[src/rtl/dbg_gpio_pkg.sv]
// -----------------------------------------------------------------------------
// dbg_gpio_pkg
// Shared types and default widths for the debug-GPIO generator.
//   dbg_mode_t          : per-channel operating mode
//   DBG_DIV_W_DEF       : default width of the toggle event divider
//   DBG_STRETCH_W_DEF   : default width of the pulse-stretch length
// -----------------------------------------------------------------------------
package dbg_gpio_pkg;

  typedef enum logic [1:0] {
    DBG_OFF    = 2'd0,
    DBG_LEVEL  = 2'd1,
    DBG_TOGGLE = 2'd2,
    DBG_PULSE  = 2'd3
  } dbg_mode_t;

  localparam int DBG_DIV_W_DEF     = 8;
  localparam int DBG_STRETCH_W_DEF = 8;

endpackage

[src/rtl/dbg_gpio_ch.sv]
// -----------------------------------------------------------------------------
// dbg_gpio_ch
// One debug-GPIO channel: holds its own configuration, the toggle event
// counter, the pulse-stretch counter and the registered output pin.
// Ports:
//   i_clk, i_rst_n   clock, synchronous active-low reset
//   i_we             one-cycle config write strobe for this channel
//   i_sel/i_mode/i_div/i_len  configuration values captured on i_we
//   i_rise           rising-edge pulse of the currently selected source
//   i_lvl            level of the currently selected source
//   o_sel            current source select (drives the mux in the top)
//   o_out            registered debug output
// -----------------------------------------------------------------------------
module dbg_gpio_ch
  import dbg_gpio_pkg::*;
#(
  parameter int SEL_W     = 3,
  parameter int DIV_W     = DBG_DIV_W_DEF,
  parameter int STRETCH_W = DBG_STRETCH_W_DEF
) (
  input  logic                 i_clk,
  input  logic                 i_rst_n,
  input  logic                 i_we,
  input  logic [SEL_W-1:0]     i_sel,
  input  logic [1:0]           i_mode,
  input  logic [DIV_W-1:0]     i_div,
  input  logic [STRETCH_W-1:0] i_len,
  input  logic                 i_rise,
  input  logic                 i_lvl,
  output logic [SEL_W-1:0]     o_sel,
  output logic                 o_out
);

  dbg_mode_t            r_mode, w_mode_next;
  logic [SEL_W-1:0]     r_sel, w_sel_next;
  logic [DIV_W-1:0]     r_div, w_div_next;
  logic [STRETCH_W-1:0] r_len, w_len_next;
  logic [DIV_W-1:0]     r_cnt, w_cnt_next;
  logic [STRETCH_W-1:0] r_st, w_st_next;
  logic                 r_out, w_out_next;

  always_comb begin
    w_mode_next = r_mode;
    w_sel_next  = r_sel;
    w_div_next  = r_div;
    w_len_next  = r_len;
    w_cnt_next  = r_cnt;
    w_st_next   = r_st;
    w_out_next  = r_out;

    if (i_we) begin
      // A write restarts the channel cleanly; any event arriving on the
      // same edge belongs to the old configuration and is dropped.
      w_mode_next = dbg_mode_t'(i_mode);
      w_sel_next  = i_sel;
      w_div_next  = i_div;
      w_len_next  = i_len;
      w_cnt_next  = '0;
      w_st_next   = '0;
      w_out_next  = 1'b0;
    end else begin
      case (r_mode)
        DBG_OFF: begin
          w_out_next = 1'b0;
        end
        DBG_LEVEL: begin
          w_out_next = i_lvl;
        end
        DBG_TOGGLE: begin
          if (i_rise) begin
            if (r_cnt == r_div) begin
              w_out_next = ~r_out;
              w_cnt_next = '0;
            end else begin
              w_cnt_next = r_cnt + DIV_W'(1);
            end
          end
        end
        DBG_PULSE: begin
          // Reloading on every rise makes the pulse retriggerable: the
          // output stays high LEN+1 cycles past the most recent event.
          if (i_rise) begin
            w_out_next = 1'b1;
            w_st_next  = r_len;
          end else if (r_out) begin
            if (r_st == '0) begin
              w_out_next = 1'b0;
            end else begin
              w_st_next = r_st - STRETCH_W'(1);
            end
          end
        end
        default: begin
          w_out_next = 1'b0;
        end
      endcase
    end
  end

  always_ff @(posedge i_clk) begin
    if (!i_rst_n) begin
      r_mode <= DBG_OFF;
      r_sel  <= '0;
      r_div  <= '0;
      r_len  <= '0;
      r_cnt  <= '0;
      r_st   <= '0;
      r_out  <= 1'b0;
    end else begin
      r_mode <= w_mode_next;
      r_sel  <= w_sel_next;
      r_div  <= w_div_next;
      r_len  <= w_len_next;
      r_cnt  <= w_cnt_next;
      r_st   <= w_st_next;
      r_out  <= w_out_next;
    end
  end

  assign o_sel = r_sel;
  assign o_out = r_out;

endmodule

[src/rtl/dbg_gpio_gen.sv]
// -----------------------------------------------------------------------------
// dbg_gpio_gen
// Parametrised debug-GPIO generator. Each of N_CH output pins follows one of
// N_SRC event sources in OFF / LEVEL / divided TOGGLE / retriggerable PULSE
// mode. The sources go through a shared two-stage pipeline used for rising
// edge detection; each channel picks its source through a mux.
// Ports:
//   CLK       system clock
//   RESET_N   synchronous active-low reset
//   SRC       event sources, synchronous to CLK
//   CFG_WE    one-cycle config write strobe
//   CFG_CH    channel written (indices >= N_CH are ignored)
//   CFG_SEL   source select (selects >= N_SRC read as constant 0)
//   CFG_MODE  dbg_mode_t
//   CFG_DIV   toggle every CFG_DIV+1 rising edges
//   CFG_LEN   pulse high for CFG_LEN+1 cycles
//   GPIO_OUT  registered debug outputs
// -----------------------------------------------------------------------------
module dbg_gpio_gen
  import dbg_gpio_pkg::*;
#(
  parameter  int N_CH      = 4,
  parameter  int N_SRC     = 8,
  parameter  int DIV_W     = DBG_DIV_W_DEF,
  parameter  int STRETCH_W = DBG_STRETCH_W_DEF,
  localparam int SEL_W     = (N_SRC > 1) ? $clog2(N_SRC) : 1,
  localparam int CH_W      = (N_CH > 1) ? $clog2(N_CH) : 1
) (
  input  logic                 CLK,
  input  logic                 RESET_N,
  input  logic [N_SRC-1:0]     SRC,
  input  logic                 CFG_WE,
  input  logic [CH_W-1:0]      CFG_CH,
  input  logic [SEL_W-1:0]     CFG_SEL,
  input  logic [1:0]           CFG_MODE,
  input  logic [DIV_W-1:0]     CFG_DIV,
  input  logic [STRETCH_W-1:0] CFG_LEN,
  output logic [N_CH-1:0]      GPIO_OUT
);

  // Every encodable select value gets a mux input; the unused ones are tied
  // low so an out-of-range select behaves like a silent source.
  localparam int N_PAD = 1 << SEL_W;

  logic [N_SRC-1:0] r_src_q;
  logic [N_SRC-1:0] r_src_qq;
  logic [N_SRC-1:0] w_rise;
  logic [N_PAD-1:0] w_lvl_pad;
  logic [N_PAD-1:0] w_rise_pad;

  always_ff @(posedge CLK) begin
    if (!RESET_N) begin
      r_src_q  <= '0;
      r_src_qq <= '0;
    end else begin
      r_src_q  <= SRC;
      r_src_qq <= r_src_q;
    end
  end

  assign w_rise = r_src_q & ~r_src_qq;

  genvar gi;
  generate
    for (gi = 0; gi < N_PAD; gi++) begin : g_pad
      if (gi < N_SRC) begin : g_real
        assign w_lvl_pad[gi]  = r_src_q[gi];
        assign w_rise_pad[gi] = w_rise[gi];
      end else begin : g_zero
        assign w_lvl_pad[gi]  = 1'b0;
        assign w_rise_pad[gi] = 1'b0;
      end
    end

    for (gi = 0; gi < N_CH; gi++) begin : g_ch
      logic [SEL_W-1:0] w_sel;
      logic             w_we;
      logic             w_out;

      assign w_we = CFG_WE && (CFG_CH == CH_W'(gi));

      dbg_gpio_ch #(
        .SEL_W     (SEL_W),
        .DIV_W     (DIV_W),
        .STRETCH_W (STRETCH_W)
      ) u_ch (
        .i_clk   (CLK),
        .i_rst_n (RESET_N),
        .i_we    (w_we),
        .i_sel   (CFG_SEL),
        .i_mode  (CFG_MODE),
        .i_div   (CFG_DIV),
        .i_len   (CFG_LEN),
        .i_rise  (w_rise_pad[w_sel]),
        .i_lvl   (w_lvl_pad[w_sel]),
        .o_sel   (w_sel),
        .o_out   (w_out)
      );

      assign GPIO_OUT[gi] = w_out;
    end
  endgenerate

endmodule

[config.mk]
export PLATFORM = sky130hd
export DESIGN_NAME = dbg_gpio_gen
export DESIGN_NICKNAME = d
export VERILOG_FILES = /design/src/rtl/dbg_gpio_pkg.sv /design/src/rtl/dbg_gpio_ch.sv /design/src/rtl/dbg_gpio_gen.sv
export SDC_FILE = /design/constraint.sdc
export NUM_CORES = 1
export LEC_CHECK = 0
export BUFFER_PORTS_ARGS = -buffer_cell sky130_fd_sc_hd__buf_2
export CORE_MARGIN = 3
export CORE_UTILIZATION = 45
export DETAILED_ROUTE_END_ITERATION = 12
export SKIP_CTS_REPAIR_TIMING = 1
export SLEW_MARGIN = 20
export SYNTH_ARGS = -nofsm -noshare
export SYNTH_HDL_FRONTEND = slang
export SYNTH_SLANG_ARGS = --single-unit
[constraint.sdc]
create_clock -name CLK -period 2.1 [get_ports CLK]
set_input_delay 0.42 -clock CLK [delete_from_list [all_inputs] [get_ports CLK]]
set_output_delay 0.42 -clock CLK [all_outputs]
set_load 0.1 [all_outputs]
==> metrics.md, run 1 <==
| Metric | Value |
|---|---|
| Top cells by area, synth | `dfxtp_1 (39%), nand2_1 (10%), a21boi_0 (7.4%)` |
| Clock transition at path regs | `roughly 0.060 ns` |
| EDFF count, synth | `0` |
| Detailed-route DRC error count | `0` |
| Commonest non-fill, non-tap cell in the layout | `nand2_1` |
| Chip Width | `approximately 140 um` |
| Core box area | `18300 um^2` |
| Outcome | `complete, no violations` |
| Synth Cell Area | `8530 um^2` |
| Initial Util | `46.7%` |
| Vias/cell | `~5.4` |
| Worst Clk Skew | `0.0110 ns` |
| Maximum vdd ir drop | `between 0.0006 and 0.0007 V` |
| Worst setup SP type | `register` |
| Syn_nets | `1049` |
| Period utilization | `95.4%` |
| CP Data Arrival Time | `2.32 ns` |
| Final GP Congestion | `a little under 0.9` |
| Largest net degree at the start of global routing | `60` |
| 1st-pass router iterations | `5` |
| Final Hold Fails | `0` |
| CP Max Fanout | `16` |
| Slew @ Worst Pin | `0.489 ns` |
| Root buf cell | `clkbuf_16` |
| Sequential area share after synthesis | `between 30% and 40%` |
| Crit end category | `register` |
| Storage element area | `3360 um^2` |
| Commonest cells after routing, fill and taps aside | `nand2_1 (227), dfxtp_1 (167), a21boi_0 (84), nor2_1 (64), buf_4 (45)` |
| I/O Pins | `38` |
| # rows | `between 40 and 50` |
| Global-route wire length before repair | `33900 um` |
| Number of fillers in the final layout | `1738` |
| Vias in the first global route | `around 6400` |
| Pre-CTS setup slack | `~0.0052 ns` |
| Die height | `144 um` |
| Cell variety after synth | `between 60 and 70` |
| Crit. Startpoint | `g_ch[1].u_ch.o_sel[0]` |
| RSZ-0062 raised after global routing | `false` |
| Final setup margin | `~0.097 ns` |
| Die area | `20600 um^2` |
| Minimum clock period | `2.00 ns` |
| Max-cap viol count | `0` |
| Initial DRC count | `408` |
| CTS max path bufs | `2` |
| Port-buffer cells | `37` |
| Ant. Diodes | `0` |
| Fmax | `between 400 and 500 MHz` |
| Clock sink count | `168` |
| Setup violations, final | `0` |
| Drt wl/cell | `~16 um` |
| Pleak | `between 3 and 4 nW` |
| Top FF cell, synth | `dfxtp_1` |
| YS warnings | `0` |
| GRT Residual Overflow | `0` |
| Via count | `between 6000 and 7000` |
| Area share of the largest cell type after synthesis | `approximately 39%` |
| Initial antenna violation count | `0` |
| TritonCTS clock tree | `yes` |
| Core Util, Final | `53.1%` |
| Synthesized flop and latch total | `168` |
| All-Layer GR Usage | `20.9%` |
| Area growth, synth to finish | `13.7%` |
| Final nets | `about 1100` |
| Syn Area/Cell | `approximately 8.5 um^2` |
| Worst hold start | `SRC[7]` |
| Hold Crit Class | `primary input to register` |
| Reg2reg start | `g_ch[1].u_ch.o_sel[0]` |
| Dpl hpwl | `14700 um` |
| WP data required | `2.42 ns` |
| Area of the multi-input gates | `4880 um^2` |
| Post-Synthesis Cells | `1003` |
| Worst rel slew slack | `67.4%` |
| Pwr per Cell Area | `between 700 and 800 nW/um^2` |
| WL final | `20800 um` |
| Ys async rst share | `0%` |
| Antenna-violating nets left | `0` |
| Synth area leader | `dfxtp_1` |
| Critical path class | `register to register` |
| TritonCTS buffer count | `17` |
| Slew Limit Fails | `0` |
| H-tree depth | `4` |
| Worst-skew pair later-pin latency | `0.43 ns` |
| Share of cells above drive strength 1 | `approximately 15%` |
layer usage:
layer | global-route usage (%) | vias to the layer above | part of all wire (%)
li1 | - | 3549 | -
met1 | 29.0 | 3267 | 47
met2 | 32.4 | 140 | 45
met3 | 4.69 | 36 | 5.0
met4 | 6.64 | 0 | 2.5
met5 | 0 | - | 0
layout make-up:
type	count	area share (%)
clock buffer	22	4.68
multi-input combinational	763	50.3
inverter	19	0.735
timing repair buffer	83	5.60
sequential	168	34.7
clock inverter	10	1.01
tap	229	2.95
kinds of logic (layout without fill, tap and decap cells):
| logic type | count (synthesis) | after routing | synth area share (%) |
|---|---|---|---|
| adder cells (fa/ha/maj) | 12 | 12 | 1.76 |
| AO/OA/AOI/OAI | 198 | 198 | 15.9 |
| XOR/XNOR | 60 | 60 | 6.16 |
| AND/OR/NAND/NOR | 453 | 453 | 25.0 |
| multiplexers | 40 | 40 | 7.91 |
| buffers and inverters | 72 | 134 | 3.79 |
| flip-flops | 168 | 168 | 39.4 |
flip-flops by register name, indices dropped and copies added (netlist names):
signal and count:
g_ch.u_ch.o_out 4, g_ch.u_ch.o_sel 12, g_ch.u_ch.r_cnt 32, g_ch.u_ch.r_div 32
g_ch.u_ch.r_len 32, g_ch.u_ch.r_mode 8, g_ch.u_ch.r_st 32, r_src_q 8
r_src_qq 8
report_power, final:
part / internal, mW / total [mW] / switching, mW
combinational: 0.270 / 0.633 / 0.363
sequential: 3.26 / 3.31 / 0.0563
clock: 1.67 / 2.98 / 1.31
total: 5.19 / 6.93 / 1.73
through the flow:
stage | instance area, um^2 | hold slack (ns) | setup TNS, ns | power [mW] | std cells
finish | 9700 | 0.196 | 0 | 6.93 | 1294
global route | 9700 | 0.192 | 0 | 7.19 | 1294
CTS | 9630 | 0.182 | -0.00648 | 6.97 | 1290
detailed placement | 9080 | 0.455 | 0 | 4.00 | 1258
global placement | 9080 | 0.445 | 0 | 4.00 | 1258
floorplan | 8530 | 0.439 | 0 | 3.76 | 1003
path summary, 6_finish.rpt:
| kind | slack, ns | cells after the start | end |
|---|---|---|---|
| worst max-delay path | 0.1 | 5 | g_ch[1].u_ch.r_st[2] |
| worst min-delay path | 0.20 | 2 | r_src_q[7] |
| worst max register to register | 0.1 | 5 | g_ch[1].u_ch.r_st[2] |
| worst min register to register | 0.46 | 2 | g_ch[3].u_ch.r_len[7] |
worst max-delay path: stages, from the launching register on:
cell,delay [ns]
dfxtp_1,0.45
mux4_2,0.59
mux2_4,0.39
o21ai_0,0.19
a211oi_1,0.06
a41o_1,0.21
cells in the mapped netlist, types with 3 or more instances:
library cell,instances
mux4_2,12
dfxtp_1,168
mux4_1,4
o21ai_0,19
buf_2,7
o211ai_1,4
and2_1,25
mux2i_4,3
nand4_1,11
nor2b_4,7
mux2_2,6
o21ai_1,16
or3_1,4
xor2_1,19
nor2_1,64
mux2i_1,7
clkbuf_1,34
a31oi_1,19
nor3_1,19
ha_1,12
nand2_1,227
inv_1,19
nand3_1,35
or4_1,4
or2_2,3
xnor2_1,41
o21bai_1,3
nor2b_1,8
o31a_1,3
a21boi_0,84
nor3b_1,3
and3_1,4
mux2_1,7
buf_4,9
a22oi_1,3
a21oi_1,29
nand2b_1,8
nor4_1,17
No activity file was read; power rests on OpenSTA's default activity.
==> run 2: changes to the inputs <==
CTS_BUF_LIST = sky130_fd_sc_hd__clkbuf_16   (was unset)
==> metrics.md, run 2 (same netlist as run 1, synthesis figures left out) <==
| Metric | Value |
|---|---|
| Initial Util | `46.7% (unchanged)` |
| Worst rel slew slack | `68.0% (was 67.4%)` |
| DP Area | `9080 um^2 (unchanged)` |
| Slew @ Worst Pin | `0.480 ns (was 0.489 ns)` |
| I/O Pins | `38 (unchanged)` |
| Hold Worst Slack | `0.191 ns (was 0.196 ns)` |
| TritonCTS clock tree | `yes (unchanged)` |
| Setup violations, final | `0 (unchanged)` |
| WL final | `20800 um (about the same)` |
| Slowest CP cell | `mux4_2 (unchanged)` |
| Antenna-violating nets left | `0 (unchanged)` |
| Ant. Diodes | `0 (unchanged)` |
| Largest net degree at the start of global routing | `60 (unchanged)` |
| Chip Width | `144 um (unchanged)` |
| Crit end category | `register (unchanged)` |
| Clock transition at path regs | `0.06 ns (about the same)` |
| Fmax | `498 MHz (was 499 MHz)` |
| Worst hold stages | `2 (unchanged)` |
| Root buf cell | `clkbuf_16 (unchanged)` |
| Pre-CTS setup slack | `0.00518 ns (unchanged)` |
| Area growth, synth to finish | `13.6% (was 13.7%)` |
| Number of fillers in the final layout | `1741 (was 1738)` |
| CP Max Fanout | `22 (was 16)` |
| Crit path to | `g_ch[3].u_ch.r_st[3] (was g_ch[1].u_ch.r_st[2])` |
| Slew Limit Fails | `0 (unchanged)` |
| All-Layer GR Usage | `20.8% (was 20.9%)` |
| Crit-path cells | `mux4_2 > mux2i_4 > buf_12 > mux2_1 > nand2_1 > a21oi_1 (was mux4_2 > mux2_4 > o21ai_0 > a211oi_1 > a41o_1)` |
| Reg2reg path depth | `6 (was 5)` |
| Critical path class | `register to register (unchanged)` |
| Outcome | `complete, no violations (unchanged)` |
| Final Hold Fails | `0 (unchanged)` |
| Port-buffer cells | `37 (unchanged)` |
| WP data required | `2.41 ns (was 2.42 ns)` |
| # rows | `49 (unchanged)` |
| CP Data Arrival Time | `2.32 ns (about the same)` |
| Detailed-route DRC error count | `0 (unchanged)` |
| Crit. Startpoint | `g_ch[3].u_ch.o_sel[0] (was g_ch[1].u_ch.o_sel[0])` |
| Final setup margin | `0.0906 ns (was 0.0965 ns)` |
| Pleak | `3.46 nW (was 3.45 nW)` |
| Core box area | `18300 um^2 (unchanged)` |
| H-tree depth | `4 (unchanged)` |
| Initial DRC count | `332 (was 408)` |
| Initial antenna violation count | `0 (unchanged)` |
| GRT Residual Overflow | `0 (unchanged)` |
| Final nets | `1098 (unchanged)` |
| Worst Clk Skew | `0.0116 ns (was 0.0110 ns)` |
| Worst path max stage delay | `0.55 ns (was 0.59 ns)` |
| Worst-skew pair later-pin latency | `0.44 ns (was 0.43 ns)` |
| Die area | `20600 um^2 (unchanged)` |
| Vias/cell | `5.38 (was 5.40)` |
| Max-cap viol count | `0 (unchanged)` |
| 1st-pass router iterations | `5 (unchanged)` |
| Final GP Congestion | `0.892 (unchanged)` |
| R2r endpoint | `g_ch[3].u_ch.r_st[3] (was g_ch[1].u_ch.r_st[2])` |
| TritonCTS buffer count | `17 (unchanged)` |
| R2R Setup Slk | `0.09 ns (was 0.1 ns)` |
| Die height | `144 um (unchanged)` |
| CTS max path bufs | `2 (unchanged)` |
| Maximum vdd ir drop | `0.000615 V (was 0.000624 V)` |
| PnR Total Power | `6.88 mW (was 6.93 mW)` |
| Fin area | `9690 um^2 (was 9700 um^2)` |
| Vias in the first global route | `6415 (was 6419)` |
| Share of cells above drive strength 1 | `14.9% (was 15.0%)` |
| Via count | `6965 (was 6992)` |
| Commonest cells after routing, fill and taps aside | `nand2_1 (227), dfxtp_1 (167), a21boi_0 (84), nor2_1 (64), buf_4 (45) (unchanged)` |
| Pwr per Cell Area | `710 nW/um^2 (was 714 nW/um^2)` |
| Drt wl/cell | `16.1 um (about the same)` |
| Worst setup SP type | `register (unchanged)` |
| Clock sink count | `168 (unchanged)` |
| Period utilization | `95.7% (was 95.4%)` |
| Hold Crit Class | `primary input to register (unchanged)` |
| RSZ-0062 raised after global routing | `false (unchanged)` |
| Reg2reg start | `g_ch[3].u_ch.o_sel[0] (was g_ch[1].u_ch.o_sel[0])` |
| Commonest non-fill, non-tap cell in the layout | `nand2_1 (unchanged)` |
| Dpl hpwl | `14700 um (unchanged)` |
| Global-route wire length before repair | `33900 um (unchanged)` |
| Minimum clock period | `2.01 ns (was 2.00 ns)` |
[run 2: changes by cell type in the layout (fill, tap and decap cells not counted)]
cell	change
clkbuf_8	-1
inv_1	+4
clkbuf_1	-4
clkinv_1	+1
[run 2: how the worst min path moves through the flow]
stage / from / end
6_report: SRC[7] / r_src_q[7]
5_1_grt: SRC[7] / r_src_q[7]
4_1_cts: SRC[7] / r_src_q[7]
3_5_place_dp: g_ch[3].u_ch.r_len[7] / g_ch[3].u_ch.r_len[7]
3_3_place_gp: g_ch[2].u_ch.r_len[6] / g_ch[2].u_ch.r_len[6]
2_1_floorplan: g_ch[2].u_ch.r_len[4] / g_ch[2].u_ch.r_len[4]
[run 2: per-stage QoR]
step | cells | utilization [%] | TNS [ns]
CTS | 1290 | 52.7 | -0.00648
floorplan | 1003 | - | 0
global placement | 1258 | 49.7 | 0
finish | 1294 | 53.0 | 0
detailed placement | 1258 | 49.7 | 0
global route | 1294 | 53.0 | 0
[run 2: critical path, delay by kind of cell, from the launching register on]
family,cells,cell delay [ns]
AO/OA/AOI/OAI,1,0.06
buffers and inverters,1,0.20
multiplexers,3,1.16
flip-flops,1,0.41
AND/OR/NAND/NOR,1,0.07
[run 2: power breakdown]
part | total, mW | internal (mW) | switching (mW) | leakage [nW]
Clock | 2.93 | 1.61 | 1.32 | 0.272
Sequential | 3.31 | 3.26 | 0.0562 | 1.36
Combinational | 0.632 | 0.270 | 0.362 | 1.83
[run 2: routing by layer]
metal | vias up | share of wire (%) | global-route usage (%)
li1 | 3552 | - | -
met2 | 120 | 45 | 32.2
met4 | 0 | 2.5 | 6.79
met3 | 34 | 4.3 | 4.59
met1 | 3259 | 48 | 29.0
met5 | - | 0 | 0
[run 2: layout make-up]
type | instances | area (um^2) | area share (%)
Multi-Input combinational cell | 763 | 4880 | 50.4
Sequential cell | 168 | 3360 | 34.7
Timing Repair Buffer | 83 | 543 | 5.61
Clock buffer | 17 | 425 | 4.39
Tap cell | 229 | 287 | 2.96
Clock inverter | 15 | 116 | 1.20
Inverter | 19 | 71.3 | 0.736
==> run 3: changes to the inputs <==
SLEW_MARGIN = 0   (was 20)
clock period = 2.5 ns   (was 2.1 ns; I/O delays follow)
==> metrics.md, run 3 (same netlist as run 1, synthesis figures left out) <==
| Metric | Value |
|---|---|
| Antenna-violating nets left | `0 (unchanged)` |
| CP Data Arrival Time | `2.52 ns (was 2.32 ns)` |
| WP data required | `2.80 ns (was 2.41 ns)` |
| Global-route wire length before repair | `34200 um (was 33900 um)` |
| Ant. Diodes | `0 (unchanged)` |
| Worst setup SP type | `register (unchanged)` |
| Port-buffer cells | `37 (unchanged)` |
| Area growth, synth to finish | `11.9% (was 13.6%)` |
| # rows | `49 (unchanged)` |
| Pre-CTS setup slack | `0.310 ns (was 0.00518 ns)` |
| WL final | `20800 um (about the same)` |
| Combinational fraction of design power | `8.4% (was 9.2%)` |
| Minimum clock period | `2.22 ns (was 2.01 ns)` |
| I/O Pins | `38 (unchanged)` |
| Psw | `1.39 mW (was 1.74 mW)` |
| Vias/cell | `5.44 (was 5.38)` |
| Hold Crit Class | `primary input to register (unchanged)` |
| Initial Util | `46.7% (unchanged)` |
| Commonest cells after routing, fill and taps aside | `nand2_1 (227), dfxtp_1 (168), a21boi_0 (84), nor2_1 (64), xnor2_1 (41) (was nand2_1 (227), dfxtp_1 (167), a21boi_0 (84), nor2_1 (64), buf_4 (45))` |
| Worst rel slew slack | `66.9% (was 68.0%)` |
| Detailed-route DRC error count | `0 (unchanged)` |
| Final nets | `1079 (was 1098)` |
| Final GP Congestion | `0.879 (was 0.892)` |
| Largest net degree at the start of global routing | `52 (was 60)` |
| TritonCTS clock tree | `yes (unchanged)` |
| Max-cap viol count | `0 (unchanged)` |
| Worst-skew pair later-pin latency | `0.43 ns (was 0.44 ns)` |
| 1st-pass router iterations | `4 (was 5)` |
| Share of cells above drive strength 1 | `12.8% (was 14.9%)` |
| Fmax | `451 MHz (was 498 MHz)` |
| Slew @ Worst Pin | `0.486 ns (was 0.480 ns)` |
| Root buf cell | `clkbuf_16 (unchanged)` |
| GRT Residual Overflow | `0 (unchanged)` |
| Core box area | `18300 um^2 (unchanged)` |
| Pint | `4.48 mW (was 5.14 mW)` |
| Drt wl/cell | `16.3 um (was 16.1 um)` |
| Crit end category | `register (unchanged)` |
| Chip Width | `144 um (unchanged)` |
| Initial DRC count | `372 (was 332)` |
| Pwr per Cell Area | `615 nW/um^2 (was 710 nW/um^2)` |
| Number of fillers in the final layout | `1764 (was 1741)` |
| Final setup margin | `0.282 ns (was 0.0906 ns)` |
| Setup TNS | `0 ns (unchanged)` |
| Die area | `20600 um^2 (unchanged)` |
| Die height | `144 um (unchanged)` |
| Clock transition at path regs | `0.06 ns (about the same)` |
| Final Hold Fails | `0 (unchanged)` |
| Maximum vdd ir drop | `0.000486 V (was 0.000615 V)` |
| H-tree depth | `4 (unchanged)` |
| Area of the multi-input gates | `4850 um^2 (was 4880 um^2)` |
| R2R Setup Slk | `0.28 ns (was 0.09 ns)` |
| Outcome | `complete, no violations (unchanged)` |
| All-Layer GR Usage | `21.1% (was 20.8%)` |
| CTS max path bufs | `2 (unchanged)` |
| TritonCTS buffer count | `17 (unchanged)` |
| Clock sink count | `168 (unchanged)` |
| Storage element area | `3360 um^2 (about the same)` |
| Switching share of power | `23.7% (was 25.3%)` |
| Dpl hpwl | `14800 um (was 14700 um)` |
| Via count | `6933 (was 6965)` |
| Pleak | `3.38 nW (was 3.46 nW)` |
| Sequential power share | `47.6% (was 48.2%)` |
| Period utilization | `88.7% (was 95.7%)` |
| Initial antenna violation count | `0 (unchanged)` |
| CP Max Fanout | `31 (was 22)` |
| Vias in the first global route | `6499 (was 6415)` |
| Critical path class | `register to register (unchanged)` |
| Worst Clk Skew | `0.0104 ns (was 0.0116 ns)` |
| Slew Limit Fails | `0 (unchanged)` |
| Setup violations, final | `0 (unchanged)` |
| Clock power share | `44.0% (was 42.7%)` |
| Commonest non-fill, non-tap cell in the layout | `nand2_1 (unchanged)` |
| RSZ-0062 raised after global routing | `false (unchanged)` |
## run 3: cell type report
class,instances,share of cell area (%)
multi-input combinational,763,50.8
sequential,168,35.3
clock buffer,17,4.46
timing repair buffer,64,4.20
tap,229,3.00
clock inverter,15,1.51
inverter,19,0.748
## run 3: path summary, 6_finish.rpt
check / from / to / depth (start not counted)
max: r_src_q[3] / g_ch[3].u_ch.r_cnt[6] / 7
min: SRC[6] / r_src_q[6] / 2
max reg2reg: r_src_q[3] / g_ch[3].u_ch.r_cnt[6] / 7
min reg2reg: g_ch[1].u_ch.r_len[5] / g_ch[1].u_ch.r_len[5] / 2
## run 3: layer usage
layer | vias to the layer above | wire length [um] | share of wire, % | track usage, %
li1 | 3515 | - | - | -
met1 | 3264 | 9660 | 46 | 29.6
met2 | 135 | 9730 | 47 | 33.6
met3 | 19 | 1160 | 5.6 | 3.26
met4 | 0 | 252 | 1.2 | 6.44
met5 | - | 0 | 0 | 0
## run 3: worst max-delay path, cell delays in order (launching register included)
cell and delay (ns):
dfxtp_1 0.41, nor2b_1 0.28, mux4_2 0.30, mux2i_2 0.08, buf_12 0.18, or3_1 0.41, o21bai_2 0.33, nor2_1 0.10
## run 3: metrics by stage
stage / hold slack (ns) / cell area, um^2 / utilization (%) / std cells / power (mW)
final: 0.283 / 9540 / 52.2 / 1275 / 5.87
after global routing: 0.293 / 9540 / 52.2 / 1275 / 6.08
after CTS: 0.274 / 9540 / 52.2 / 1275 / 5.93
after detailed placement: 0.460 / 8970 / 49.1 / 1243 / 3.35
after global placement: 0.448 / 8970 / 49.1 / 1243 / 3.34
after floorplan: 0.439 / 8530 / - / 1003 / 3.16
## run 3: power groups by stage
stage	clock network, mW	logic (mW)	registers, mW
2_1_floorplan	0	0.330	2.83
3_3_place_gp	0	0.493	2.85
3_5_place_dp	0	0.495	2.85
4_1_cts	2.64	0.497	2.79
5_1_grt	2.74	0.543	2.80
6_report	2.58	0.494	2.79
